**src/rtl/mem_bus_arbiter.sv**
```systemverilog
// Arbitrates one SRAM-style bus between instruction fetch and MEM-stage data access.
// One transaction is outstanding at a time; finished results are held until the pipeline advances.
module mem_bus_arbiter #(
    parameter int ADDR_W     = 32,
    parameter int DATA_W     = 32,
    parameter int DATA_FIRST = 1
) (
    input  logic                clk,
    input  logic                rst,
    input  logic                pipe_stall,
    input  logic                i_en,
    input  logic [ADDR_W-1:0]   i_addr,
    output logic [DATA_W-1:0]   i_rdata,
    output logic                i_wait,
    input  logic                d_en,
    input  logic [DATA_W/8-1:0] d_wen,
    input  logic [ADDR_W-1:0]   d_addr,
    input  logic [DATA_W-1:0]   d_wdata,
    output logic [DATA_W-1:0]   d_rdata,
    output logic                d_wait,
    output logic                bus_req,
    output logic                bus_wr,
    output logic [DATA_W/8-1:0] bus_wstrb,
    output logic [ADDR_W-1:0]   bus_addr,
    output logic [DATA_W-1:0]   bus_wdata,
    input  logic                bus_addr_ok,
    input  logic                bus_data_ok,
    input  logic [DATA_W-1:0]   bus_rdata
);

    localparam int STRB_W = DATA_W / 8;

    typedef enum logic [2:0] {IDLE, I_ADDR, I_DATA, D_ADDR, D_DATA} state_t;

    state_t              state_reg;
    logic                bus_req_reg;
    logic                bus_wr_reg;
    logic [STRB_W-1:0]   bus_wstrb_reg;
    logic [ADDR_W-1:0]   bus_addr_reg;
    logic [DATA_W-1:0]   bus_wdata_reg;

    // Index 0 is the fetch side, index 1 the data side.
    logic [1:0]          side_en;
    logic [1:0]          side_fin;
    logic [1:0]          side_done;
    logic [1:0]          side_wait;
    logic [DATA_W-1:0]   side_rdata [2];
    logic                pend_i;
    logic                pend_d;

    assign side_en     = {d_en, i_en};
    assign side_fin[0] = (state_reg == I_DATA) && bus_data_ok;
    assign side_fin[1] = (state_reg == D_DATA) && bus_data_ok;
    assign pend_i      = i_en & ~side_done[0];
    assign pend_d      = d_en & ~side_done[1];

    always_ff @(posedge clk) begin
        if (rst) begin
            state_reg     <= IDLE;
            bus_req_reg   <= 1'b0;
            bus_wr_reg    <= 1'b0;
            bus_wstrb_reg <= '0;
            bus_addr_reg  <= '0;
            bus_wdata_reg <= '0;
        end else begin
            case (state_reg)
                IDLE: begin
                    if (pend_d && ((DATA_FIRST != 0) || !pend_i)) begin
                        state_reg     <= D_ADDR;
                        bus_req_reg   <= 1'b1;
                        bus_wr_reg    <= |d_wen;
                        bus_wstrb_reg <= d_wen;
                        bus_addr_reg  <= d_addr;
                        bus_wdata_reg <= d_wdata;
                    end else if (pend_i) begin
                        state_reg     <= I_ADDR;
                        bus_req_reg   <= 1'b1;
                        bus_wr_reg    <= 1'b0;
                        bus_wstrb_reg <= '0;
                        bus_addr_reg  <= i_addr;
                        bus_wdata_reg <= '0;
                    end
                end
                I_ADDR, D_ADDR: begin
                    if (bus_addr_ok) begin
                        state_reg   <= (state_reg == I_ADDR) ? I_DATA : D_DATA;
                        bus_req_reg <= 1'b0;
                    end
                end
                I_DATA, D_DATA: begin
                    // A flushed requester still waits out its data_ok; the result is simply dropped.
                    if (bus_data_ok) begin
                        state_reg <= IDLE;
                    end
                end
                default: state_reg <= IDLE;
            endcase
        end
    end

    generate
        for (genvar gi = 0; gi < 2; gi++) begin : g_side
            logic              done_reg;
            logic [DATA_W-1:0] buf_reg;

            // A completion seen at an advancing edge is consumed directly, so done is only set while stalled.
            always_ff @(posedge clk) begin
                if (rst) begin
                    done_reg <= 1'b0;
                    buf_reg  <= '0;
                end else begin
                    if (side_fin[gi] && side_en[gi]) begin
                        buf_reg <= bus_rdata;
                    end
                    if (!pipe_stall) begin
                        done_reg <= 1'b0;
                    end else if (side_fin[gi] && side_en[gi]) begin
                        done_reg <= 1'b1;
                    end
                end
            end

            assign side_done[gi]  = done_reg;
            assign side_wait[gi]  = rst ? side_en[gi]
                                        : (side_en[gi] & ~done_reg & ~side_fin[gi]);
            assign side_rdata[gi] = rst ? '0 : (done_reg ? buf_reg : bus_rdata);
        end
    endgenerate

    assign i_wait    = side_wait[0];
    assign d_wait    = side_wait[1];
    assign i_rdata   = side_rdata[0];
    assign d_rdata   = side_rdata[1];
    assign bus_req   = bus_req_reg;
    assign bus_wr    = bus_wr_reg;
    assign bus_wstrb = bus_wstrb_reg;
    assign bus_addr  = bus_addr_reg;
    assign bus_wdata = bus_wdata_reg;

endmodule

```
**config.mk**
```make
export PLATFORM = sky130hd
export DESIGN_NAME = mem_bus_arbiter
export DESIGN_NICKNAME = d
export VERILOG_FILES = /design/src/rtl/mem_bus_arbiter.sv
export SDC_FILE = /design/constraint.sdc
export NUM_CORES = 1
export LEC_CHECK = 0
export CORE_MARGIN = 2
export CORE_UTILIZATION = 43
export CTS_CLUSTER_DIAMETER = 50
export CTS_CLUSTER_SIZE = 16
export DETAILED_ROUTE_END_ITERATION = 10
export PLACE_DENSITY = 0.81
export REMOVE_ABC_BUFFERS = 1
export SETUP_SLACK_MARGIN = 0.1
export SYNTH_ARGS = -nofsm -noshare
export SYNTH_HDL_FRONTEND = slang
export SYNTH_SLANG_ARGS = --single-unit
```
**constraint.sdc**
```tcl
create_clock -name clk -period 1.61 [get_ports clk]
set_clock_uncertainty 0.05 [all_clocks]
set_input_delay 0.2415 -clock clk [delete_from_list [all_inputs] [get_ports clk]]
set_output_delay 0.2415 -clock clk [all_outputs]
set_load 0.01 [all_outputs]
```
## Yosys cells after proc, flatten, opt, wreduce, memory -nomap -nowiden

Cells that the tools add are included.

| word-level totals | value |
|---|---|
| memory bits (writable) | 0 |
| word-level logic and storage cells | 64 |
| bits in registers | 139 |
| latch bits | 0 |
| memories | 0 |
| bits in read-only memories | 0 |
| output and inout port bits | 136 |

| operators by class | value |
|---|---|
| bitwise logic cells | 9 |
| $add $sub $neg | 0 |
| divide/modulo/power cells | 0 |
| multiply operators | 0 |
| equality and inequality tests | 7 |
| reductions and logical operators | 14 |
| order comparisons | 0 |
| shift operators | 0 |
| muxes and demuxes | 24 |

Operators by type and width:

| cell | number |
|---|---|
| 32-bit 2-to-1 mux | 8 |
| 3-bit 2-to-1 mux | 5 |
| 3-bit one-hot mux with 3 select lines | 1 |
| 4-bit 2-to-1 mux | 2 |
| 1-bit 2-to-1 mux | 7 |
| 3-bit by 2-bit == test with 1-bit output, second input constant | 2 |
| 3-bit AND reduction | 2 |
| 2-bit OR reduction | 3 |
| 1-bit inverter | 5 |
| 1-bit AND | 4 |
| 1-bit logical AND | 4 |
| 2-bit inequality test, second input constant | 2 |
| 2-bit nonzero test | 2 |
| 4-bit OR reduction | 1 |
| 3-bit by 1-bit == test with 1-bit output, second input constant | 1 |
| 3-bit == test, second input constant | 1 |
| 3-bit zero test | 1 |
| 3-bit inequality test, second input constant | 1 |
| 1-bit one-hot mux with 2 select lines | 1 |
| 2-bit AND reduction | 1 |

## Longest topological paths before layout

| logic depth | value |
|---|---|
| depth in word-level cells | 5 |
| depth in mapped cells | 8 |

## Least setup slack after synthesis

No wires, ideal clock.

| path | value |
|---|---|
| kind | register -> register |
| start | register state_reg[1] |
| end | register g_side[1].done_reg |
| setup slack | 0.188 ns |
| setup time | 0.115 ns |
| data arrival time | 1.257 ns |
| data required time | 1.445 ns |
| stages on the path, launching flop included | 7 |
| cells stage by stage | dfxtp_1 > buf_4 > and4bb_1 > and2_1 > buf_4 > buf_4 > o21a_1 |

| between the ends | value |
|---|---|
| cells in the longest elaborated chain, start to end | 3 |

Ends and longest elaborated chain:

| element | RTL line | text |
|---|---|---|
| start: declaration | 35 | `state_t state_reg;` |
| start signal: assignment | 86 | `state_reg <= (state_reg == I_ADDR) ? I_DATA : D_DATA;` |
| 3-bit == test | 53 | `assign side_fin[1] = (state_reg == D_DATA) && bus_data_ok;` |
| 1-bit logical AND | 53 |  |
| 1-bit logical AND | 117 | `end else if (side_fin[gi] && side_en[gi]) begin` |
| end signal: assignment | 109 | `done_reg <= 1'b0;` |
| end signal: assignment | 116 | `done_reg <= 1'b0;` |
| end signal: assignment | 118 | `done_reg <= 1'b1;` |
| end: declaration | 103 | `logic done_reg;` |

Every way passes these cells.
A chain may end at the register's enable or synchronous reset.

## Worst setup path in the final report

| path | value |
|---|---|
| start | register g_side[1].done_reg |
| end | register bus_addr_reg[26] (netlist: bus_addr[26]) |

| between the ends | value |
|---|---|
| cells in the longest elaborated chain, start to end | 4 |
| elaborated cells between the ends (all ways) | 5 |
| classes of those cells | 1 x mux; 2 x bitwise; 2 x reduce/logical |

Ends and longest elaborated chain:

| element | RTL line | text |
|---|---|---|
| 1-bit inverter * | 55 | `assign pend_d = d_en & ~side_done[1];` |
| 1-bit AND * | 55 |  |
| 2-bit nonzero test (no line) | n/a |  |
| 2-bit AND reduction (no line) | n/a |  |
| end signal: assignment | 73 | `bus_addr_reg <= d_addr;` |
| end signal: assignment | 80 | `bus_addr_reg <= i_addr;` |
| end: declaration | 39 | `logic [ADDR_W-1:0] bus_addr_reg;` |

Every way passes the cells marked *; elsewhere a longest branch is shown, timed or not.

==> reports/qor.csv <==
metric;value;unit
final_antenna_net_count;0;
hold_viol;0;
critPathSlowestCell;dfxtp_4;
syn-mean-instance-area;8.31;sq um
rsz0062_at_grt;true;
die_h;126;um
dp_hpwl;14000;um
cts-buffers-inserted;17;
ctsHoldBuffers;0;
dpl-instance-area;9780;sq um
cts_tree;done;
cts_sinks;139;
power.leakage;4.79;nW
fmax;540;MHz
finalMaxSlewViolations;0;
fin_ws;-243;ps
rows;44;
tightest_slew;381;ps
synth_area_leaders;dfxtp_1 44%, nand2_1 12%, mux2i_1 10%;
peakVddDrop;0.000835;V
startpoint_type;register;
drtIter0Drc;455;
clockRootBuffer;clkbuf_16;
cp_cell_sequence;buf_6 -> buf_16 -> buf_6 -> nor2b_4 -> o21a_4 -> buf_12 -> buf_8 -> buf_16 -> nor2_2 -> a311oi_2;
final_core_util;80.3;%
largest_reg_flops;64;
design_area;11600;sq um
synthXorXnorAreaFrac;0.138;%
violations;negative setup slack;
dp_cells;1237;
slew_headroom;74.6;%
status;finished, violations left;
grt_max_degree;35;
powerDensity;995;nW/um^2
path_clk_slew;60;ps
grt_pass1_wl;37100;um
remaining_drc_errors;0;
initial_core_util;43.9;%
worstSkewPairLatency;420;ps
ys_types;32;
firstDrtPassIters;7;
yosys.area.top_type_share;43.8;%
wl_per_cell;19.6;um
slowest_delay;360;ps
required;1880;ps
grt_pass1_vias;6988;
ios;275;
die-area;15800;sq um
synthSimpleGateAreaFrac;21.4;%
cp-end-kind;register;
synth-compound-area-share;18.3;%
layout.cells.non_filler;1326;
synth_top_family_by_area;simple AND/OR/NAND/NOR gates;
min_path_type;primary input to register;
vias;7208;
critPathKind;register to register;
final_cell_mix;193 x nand2_1, 137 x clkdlybuf4s50_1, 136 x dfxtp_1;
viasPerCell;5.44;
synthAdderAreaFrac;0;%
core;14500;sq um
synth-seq-cells;139;
synthMuxAreaShare;10.2;%
synth_top_cell_by_area;dfxtp_1;
io_buffers;274;
ys_warn_count;0;
die_w;126;um
grt.total_usage;29.6;%
period_share;115;%
clock_path_buffers;2;
cts_max_level;4;
wirelength;26000;um
fin_nets;1267;
postSynthCellCount;765;
cp_max_fo;5;
drive_gt1_share;30.9;%
finalCriticalPeriod;1850;ps
area_growth_syn_to_layout;82.9;%
critPathArrivalTime;2130;ps
setup_viol;135;
final_common_cell;nand2_1;
drv_cap;0;
antenna_found_initial;2;
grt-ovfl-total;0;
gp_congestion;0.828;
yosysSeqAreaShare;43.8;%
synth_area;6350;sq um
==> layer usage <==
layer | part of all wire, % | GRT usage, % | vias to the layer above | wire length (um)
met5 | 0 | 0 | - | 0
met4 | 3.2 | 10.3 | 0 | 840
met3 | 7.8 | 9.24 | 68 | 2020
met2 | 52 | 52.1 | 368 | 13400
met1 | 37 | 33.8 | 3438 | 9680
li1 | - | - | 3334 | -
==> worst paths after layout <==
check,from,to,slack (ps),depth (start not counted)
worst max-delay path,g_side[1].done_reg,bus_addr[26],-240,10
worst min-delay path,rst,g_side[0].buf_reg[17],140,2
worst max register to register,g_side[1].done_reg,bus_addr[26],-240,10
worst min register to register,g_side[1].buf_reg[14],g_side[1].buf_reg[14],400,2
==> layout make-up <==
type                    instances  area, sq um
clock buffers                  21          470
multi-input cells             556         3550
diodes                          2         5.00
well taps                     184          230
fillers                       900         2860
repair buffers                414         4350
flip-flops and latches        139         2790
clock inverters                10          213
==> stage by stage <==
| step | worst slack [ps] | power [W] | hold slack [ps] | setup TNS [ps] |
|---|---|---|---|---|
| after global routing | -267 | 0.0119 | 146 | -23620 |
| after floorplan | -1620 | 0.00473 | 259 | -137270 |
| after global placement | -373 | 0.00617 | 389 | -28900 |
| after CTS | -179 | 0.0111 | 108 | -13970 |
| after detailed placement | -395 | 0.00620 | 393 | -31940 |
| final | -243 | 0.0116 | 136 | -17060 |
==> where the power goes <==
part           switching (W)  internal, W
registers           0.000162      0.00367
clock network        0.00153      0.00303
logic                0.00143      0.00175
==> kinds of logic after synthesis <==
family,Yosys count
simple gates,345
compound gates,145
flops,139
buf+inv,70
mux,65
xor+xnor,1
==> repair_timing <==
action	4_1_cts	5_1_grt
gates cloned	18	14
gates resized for setup	413	71
setup buffers	17	7
pin swaps	30	43
endpoints found under the setup margin	205	167
==> worst max-delay path: cells and delay by family (launching register included) <==
family | cells | cell delay [ps]
AOI/OAI and AO/OA | 2 | 440
buffers and inverters | 6 | 740
DFF | 1 | 360
and+or+nand+nor | 2 | 180
==> synth_stat cells <==
cell type,n
a311oi_2,32
buf_4,11
o21a_1,4
or3b_2,1
nor2b_1,2
and4bb_1,1
nand3b_1,1
buf_2,22
nor2_1,134
buf_6,7
and4_1,1
a22oi_1,36
nand4_1,1
o41ai_1,1
o21ai_0,1
o21ai_2,1
nand2_1,196
clkbuf_1,28
a31oi_1,1
nor3_1,1
nor3_4,1
nand4b_1,1
or4b_2,1
nand2b_1,1
a21oi_1,68
nor2b_2,1
xnor2_1,1
and2_1,2
mux2i_1,65
buf_1,2
o21a_4,1
dfxtp_1,139
No activity file was read; power rests on OpenSTA's default activity.
==> RTL change 1: new RTL, same flow settings <==
`DATA_W`: 32 -> 28.
--- a/src/rtl/mem_bus_arbiter.sv
+++ b/src/rtl/mem_bus_arbiter.sv
@@ -3,5 +3,5 @@
 module mem_bus_arbiter #(
     parameter int ADDR_W     = 32,
-    parameter int DATA_W     = 32,
+    parameter int DATA_W     = 28,
     parameter int DATA_FIRST = 1
 ) (
Ports: changed (7 resized); port bits go from 275 to 253. The function was not compared with the original's and may differ.
==> RTL change 1 against the unedited design <==
The flow still finishes with violations (setup timing). Sequential cell count shrank 13. Sequential share of layout area grew 0.073 points. Power shrank 12%. Setup slack lost 0.095 ns. Routed wire length shrank 8.3%. Final cell count shrank 7.6%. Largest cell class unchanged. Synthesized area shrank 13%. Design area shrank 9.7%.
==> RTL change 1: results (changes against the unedited design) <==
| Metric | Value |
|---|---|
| Status | finished, violations left |
| Failing checks | setup timing |
| Placed Cells | 1128 (-8.8%) |
| Pint | 7.41 mW (-12%) |
| Slowest CP cell | a311oi_1 |
| Setup tns final | -16.24 ns (+0.818 ns) |
| WHS | 0.120 ns (-0.0161 ns) |
| Post-Synthesis Cells | 694 (-9.3%) |
| # diodes | 0 (-2) |
| Leak | 4.41 nW (-8.0%) |
| Main area contributors after synthesis | dfxtp_1 (45%), nand2_1 (12%), mux2i_1 (10%) |
| All-layer global routing usage | 30.9% (+1.4 points) |
| Post-route worst setup slack | -0.339 ns (-0.0955 ns) |
| Synth cell types | 30 (-6.3%) |
| Detailed placement HPWL | 12.0 mm (-14%) |
| Combinational group power | 2.73 mW (-14%) |
| # port buffers | 252 (-8.0%) |
| Layout net count | 1173 (-7.4%) |
| Seq/Total Area, Yosys | 45.5% (+1.7 points) |
| Worst r2r dst | bus_addr[10] |
| Largest register FFs | 56 (-13%) |
| DP Worst Slack | -0.491 ns (-0.0961 ns) |
| Design Power | 10.2 mW (-12%) |
| Hold worst-path end | g_side[1].buf_reg[11] |
| Met3 GRT Util | 8.38% (-0.86 points) |
| Slowest Stage Delay on Critical Path | 0.39 ns (+0.03 ns) |
| DR vias | 6663 (-7.6%) |
| Reg2Reg Depth | 9 (-1) |
| Crit Path Max Fanout | 8 (+3) |
| Met2 WL | 12.3 mm (-8.5%) |
| Largest net degree at the start of global routing | 44 (+26%) |
| Final GP Congestion | 0.782 (-5.5%) |
| WL met3 | 1.86 mm (-8.3%) |
| Worst-Margin Slew | 0.566 ns (+0.185 ns) |
| Top post-synthesis cells by count | nand2_1 (180), dfxtp_1 (126), nor2_1 (121) |
| Share of cells above drive strength 1 | 28.7% (-2.2 points) |
| Placed Area | 0.00874 mm2 (-11%) |
| Initial DRC Count | 554 (+22%) |
| CP Data Arrival Time | 2.17 ns (+0.04 ns) |
| Worst vdd ir | 0.815 mV (-2.4%) |
| M1 WL | 8.60 mm (-11%) |
| # setup viols final | 124 (-8.1%) |
| Drt wl/cell | 19.5 um (-0.71%) |
| CTS Root Cell | clkbuf_16 |
| M2 GR Usage | 56.5% (+4.4 points) |
| Initial antenna violation count | 0 (-2) |
| Final wirelength | 23.8 mm (-8.3%) |
| First-pass GRT wire length | 34.3 mm (-7.6%) |
| Clock power share | 39.1% (-0.3 points) |
| Top pwr grp | the clock network |
-- RTL change 1: changes by cell type after synthesis, sizes merged, moves of 5 or more --
cell / delta
nand2: -16
dfxtp: -13
buf: -7
nor2: -13
mux2i: -8
a21oi: -8
a22oi: -5
-- RTL change 1: cells by family (layout without fill, tap and decap cells) --
group / Yosys count / after routing / synth area share, %
XOR/XNOR: 1 / 1 / 0.158
flip-flops: 126 / 126 / 45.5
AND/OR/NAND/NOR: 316 / 316 / 22.6
multiplexers: 57 / 57 / 10.3
AO/OA/AOI/OAI: 132 / 132 / 15.8
buffers and inverters: 62 / 421 / 5.68
-- RTL change 1: timing repair --
action                     CTS  global route
setup endpoints to repair  163           126
pin swaps                   44            47
buffers inserted            40             9
gates resized for setup    387            50
cloned                      15             5
-- RTL change 1: area by class of cell --
cell class | count | area [um2]
clock buffer | 23 | 498
tap | 172 | 215
multi-input combinational | 506 | 3080
sequential | 126 | 2530
timing repair buffer | 392 | 4060
fill | 750 | 2120
clock inverter | 6 | 108
==> RTL change 2: new RTL, same settings <==
Without the edit above. Re-encode `state_t` (5 states) as one-hot, 5 bits wide.
--- a/src/rtl/mem_bus_arbiter.sv
+++ b/src/rtl/mem_bus_arbiter.sv
@@ -31,5 +31,5 @@
     localparam int STRB_W = DATA_W / 8;
 
-    typedef enum logic [2:0] {IDLE, I_ADDR, I_DATA, D_ADDR, D_DATA} state_t;
+    typedef enum logic [4:0] {IDLE = 5'b00001, I_ADDR = 5'b00010, I_DATA = 5'b00100, D_ADDR = 5'b01000, D_DATA = 5'b10000} state_t;
 
     state_t              state_reg;
Function: same outputs for any inputs over 4 cycles, from zero or initial values and one cycle with rst high; so few cycles prove little.
==> RTL change 2 against the unedited design <==
The flow still finishes with violations (setup timing). Synthesized cell count decreased by 1.8%. Global-route usage increased by 4.4 points. Via count increased by 5.3%. Design area increased by 3.9%. Setup slack got worse by 0.12 ns. Sequential cell count increased by 2. Power increased by 14%. Routed wire length increased by 17%. Synthesized area decreased by 1.4%. Largest cell class unchanged.
==> RTL change 2: results (changes against the unedited design) <==
| Metric | Value |
|---|---|
| Main area contributors after synthesis | dfxtp_1 (45%), mux2i_1 (15%), nor2_1 (8.1%) |
| Setup tns final | -30.04 ns (-12.97 ns) |
| Final GP Congestion | 0.866 (+4.6%) |
| Layout net count | 1268 (+0.079%) |
| Seq/Total Area, Yosys | 45.1% (+1.3 points) |
| DP Worst Slack | -0.481 ns (-0.0858 ns) |
| Synth cell types | 35 (+9.4%) |
| Crit Path Max Fanout | 7 (+2) |
| Met2 WL | 15.5 mm (+16%) |
| M1 WL | 11.1 mm (+14%) |
| Initial DRC Count | 732 (+61%) |
| Slowest Stage Delay on Critical Path | 0.41 ns (+0.05 ns) |
| Top post-synthesis cells by count | dfxtp_1 (141), nor2_1 (135), nand2_1 (131) |
| Post-route worst setup slack | -0.365 ns (-0.122 ns) |
| Syn Area/Cell | 8.34 um2 (+0.42%) |
| CP Data Arrival Time | 2.22 ns (+0.09 ns) |
| Pint | 8.66 mW (+2.5%) |
| Area delta synth->final | 92.8% |
| Top-count cell post-synth | dfxtp_1 |
| Status | finished, violations left |
| Worst r2r dst | bus_addr[5] |
| Placed Area | 0.00981 mm2 (+0.33%) |
| Share of cells above drive strength 1 | 38.4% (+7.6 points) |
| DR vias | 7593 (+5.3%) |
| Largest net degree at the start of global routing | 34 (-2.9%) |
| Worst-Margin Slew | 0.519 ns (+0.139 ns) |
| # setup viols final | 206 (+53%) |
| First-pass GRT wire length | 42.0 mm (+13%) |
| Failing checks | setup timing |
| Slowest CP cell | mux2i_1 |
| Final wirelength | 30.3 mm (+17%) |
| All-layer global routing usage | 34.0% (+4.4 points) |
| Number of global-route vias before repair | 7608 (+8.9%) |
| Initial antenna violation count | 1 (-1) |
-- RTL change 2: cell types whose count changed after synthesis, moves of 3 or more --
cell      unedited run  this run
a211oi_1             0        32
a311oi_2            32         0
buf_1                2         7
buf_4               11         2
buf_6                7         1
clkbuf_1            28        34
inv_1                0         3
mux2i_1             65        96
nand2_1            196       131
nor2b_1              2         5
o311ai_0             0         3
or3_1                0         4
-- RTL change 2: layer usage --
| metal | GRT usage (%) | vias to the layer above |
|---|---|---|
| met1 | 37.4 | 3668 |
| met5 | 0 | - |
| met4 | 15.6 | 0 |
| li1 | - | 3363 |
| met3 | 9.62 | 114 |
| met2 | 60.5 | 448 |
-- RTL change 2: final cells by class --
cell class	count	area (um2)
well taps	184	230
flip-flops and latches	141	2840
clock buffers	17	425
clock inverters	15	161
inverters	3	13.8
fillers	749	2290
repair buffers	425	4350
multi-input cells	541	4060
diodes	1	2.50
-- RTL change 2: worst min path at each step --
stage | start | to | slack [ns] | cells after the start
floorplan | rst | bus_req | 0.26 | 1
global placement | g_side[0].buf_reg[16] | g_side[0].buf_reg[16] | 0.39 | 2
detailed placement | g_side[1].buf_reg[0] | g_side[1].buf_reg[0] | 0.40 | 2
CTS | rst | g_side[1].buf_reg[22] | 0.09 | 2
global route | rst | g_side[0].buf_reg[22] | 0.11 | 2
finish | rst | g_side[0].buf_reg[22] | 0.11 | 2
-- RTL change 2: cells by family after synthesis --
group	synth area share, %
AO/OA/AOI/OAI	15.6
XOR/XNOR	0.280
buffers and inverters	4.81
flip-flops	45.1
multiplexers	15.3
AND/OR/NAND/NOR	18.9
-- RTL change 2: what timing repair did --
action | in CTS | in global routing
pin swaps | 57 | 87
hold endpoints to repair | 0 | 0
cloned | 24 | 2
setup buffers | 37 | 10
gates resized for setup | 509 | 130
setup endpoints to repair | 277 | 207
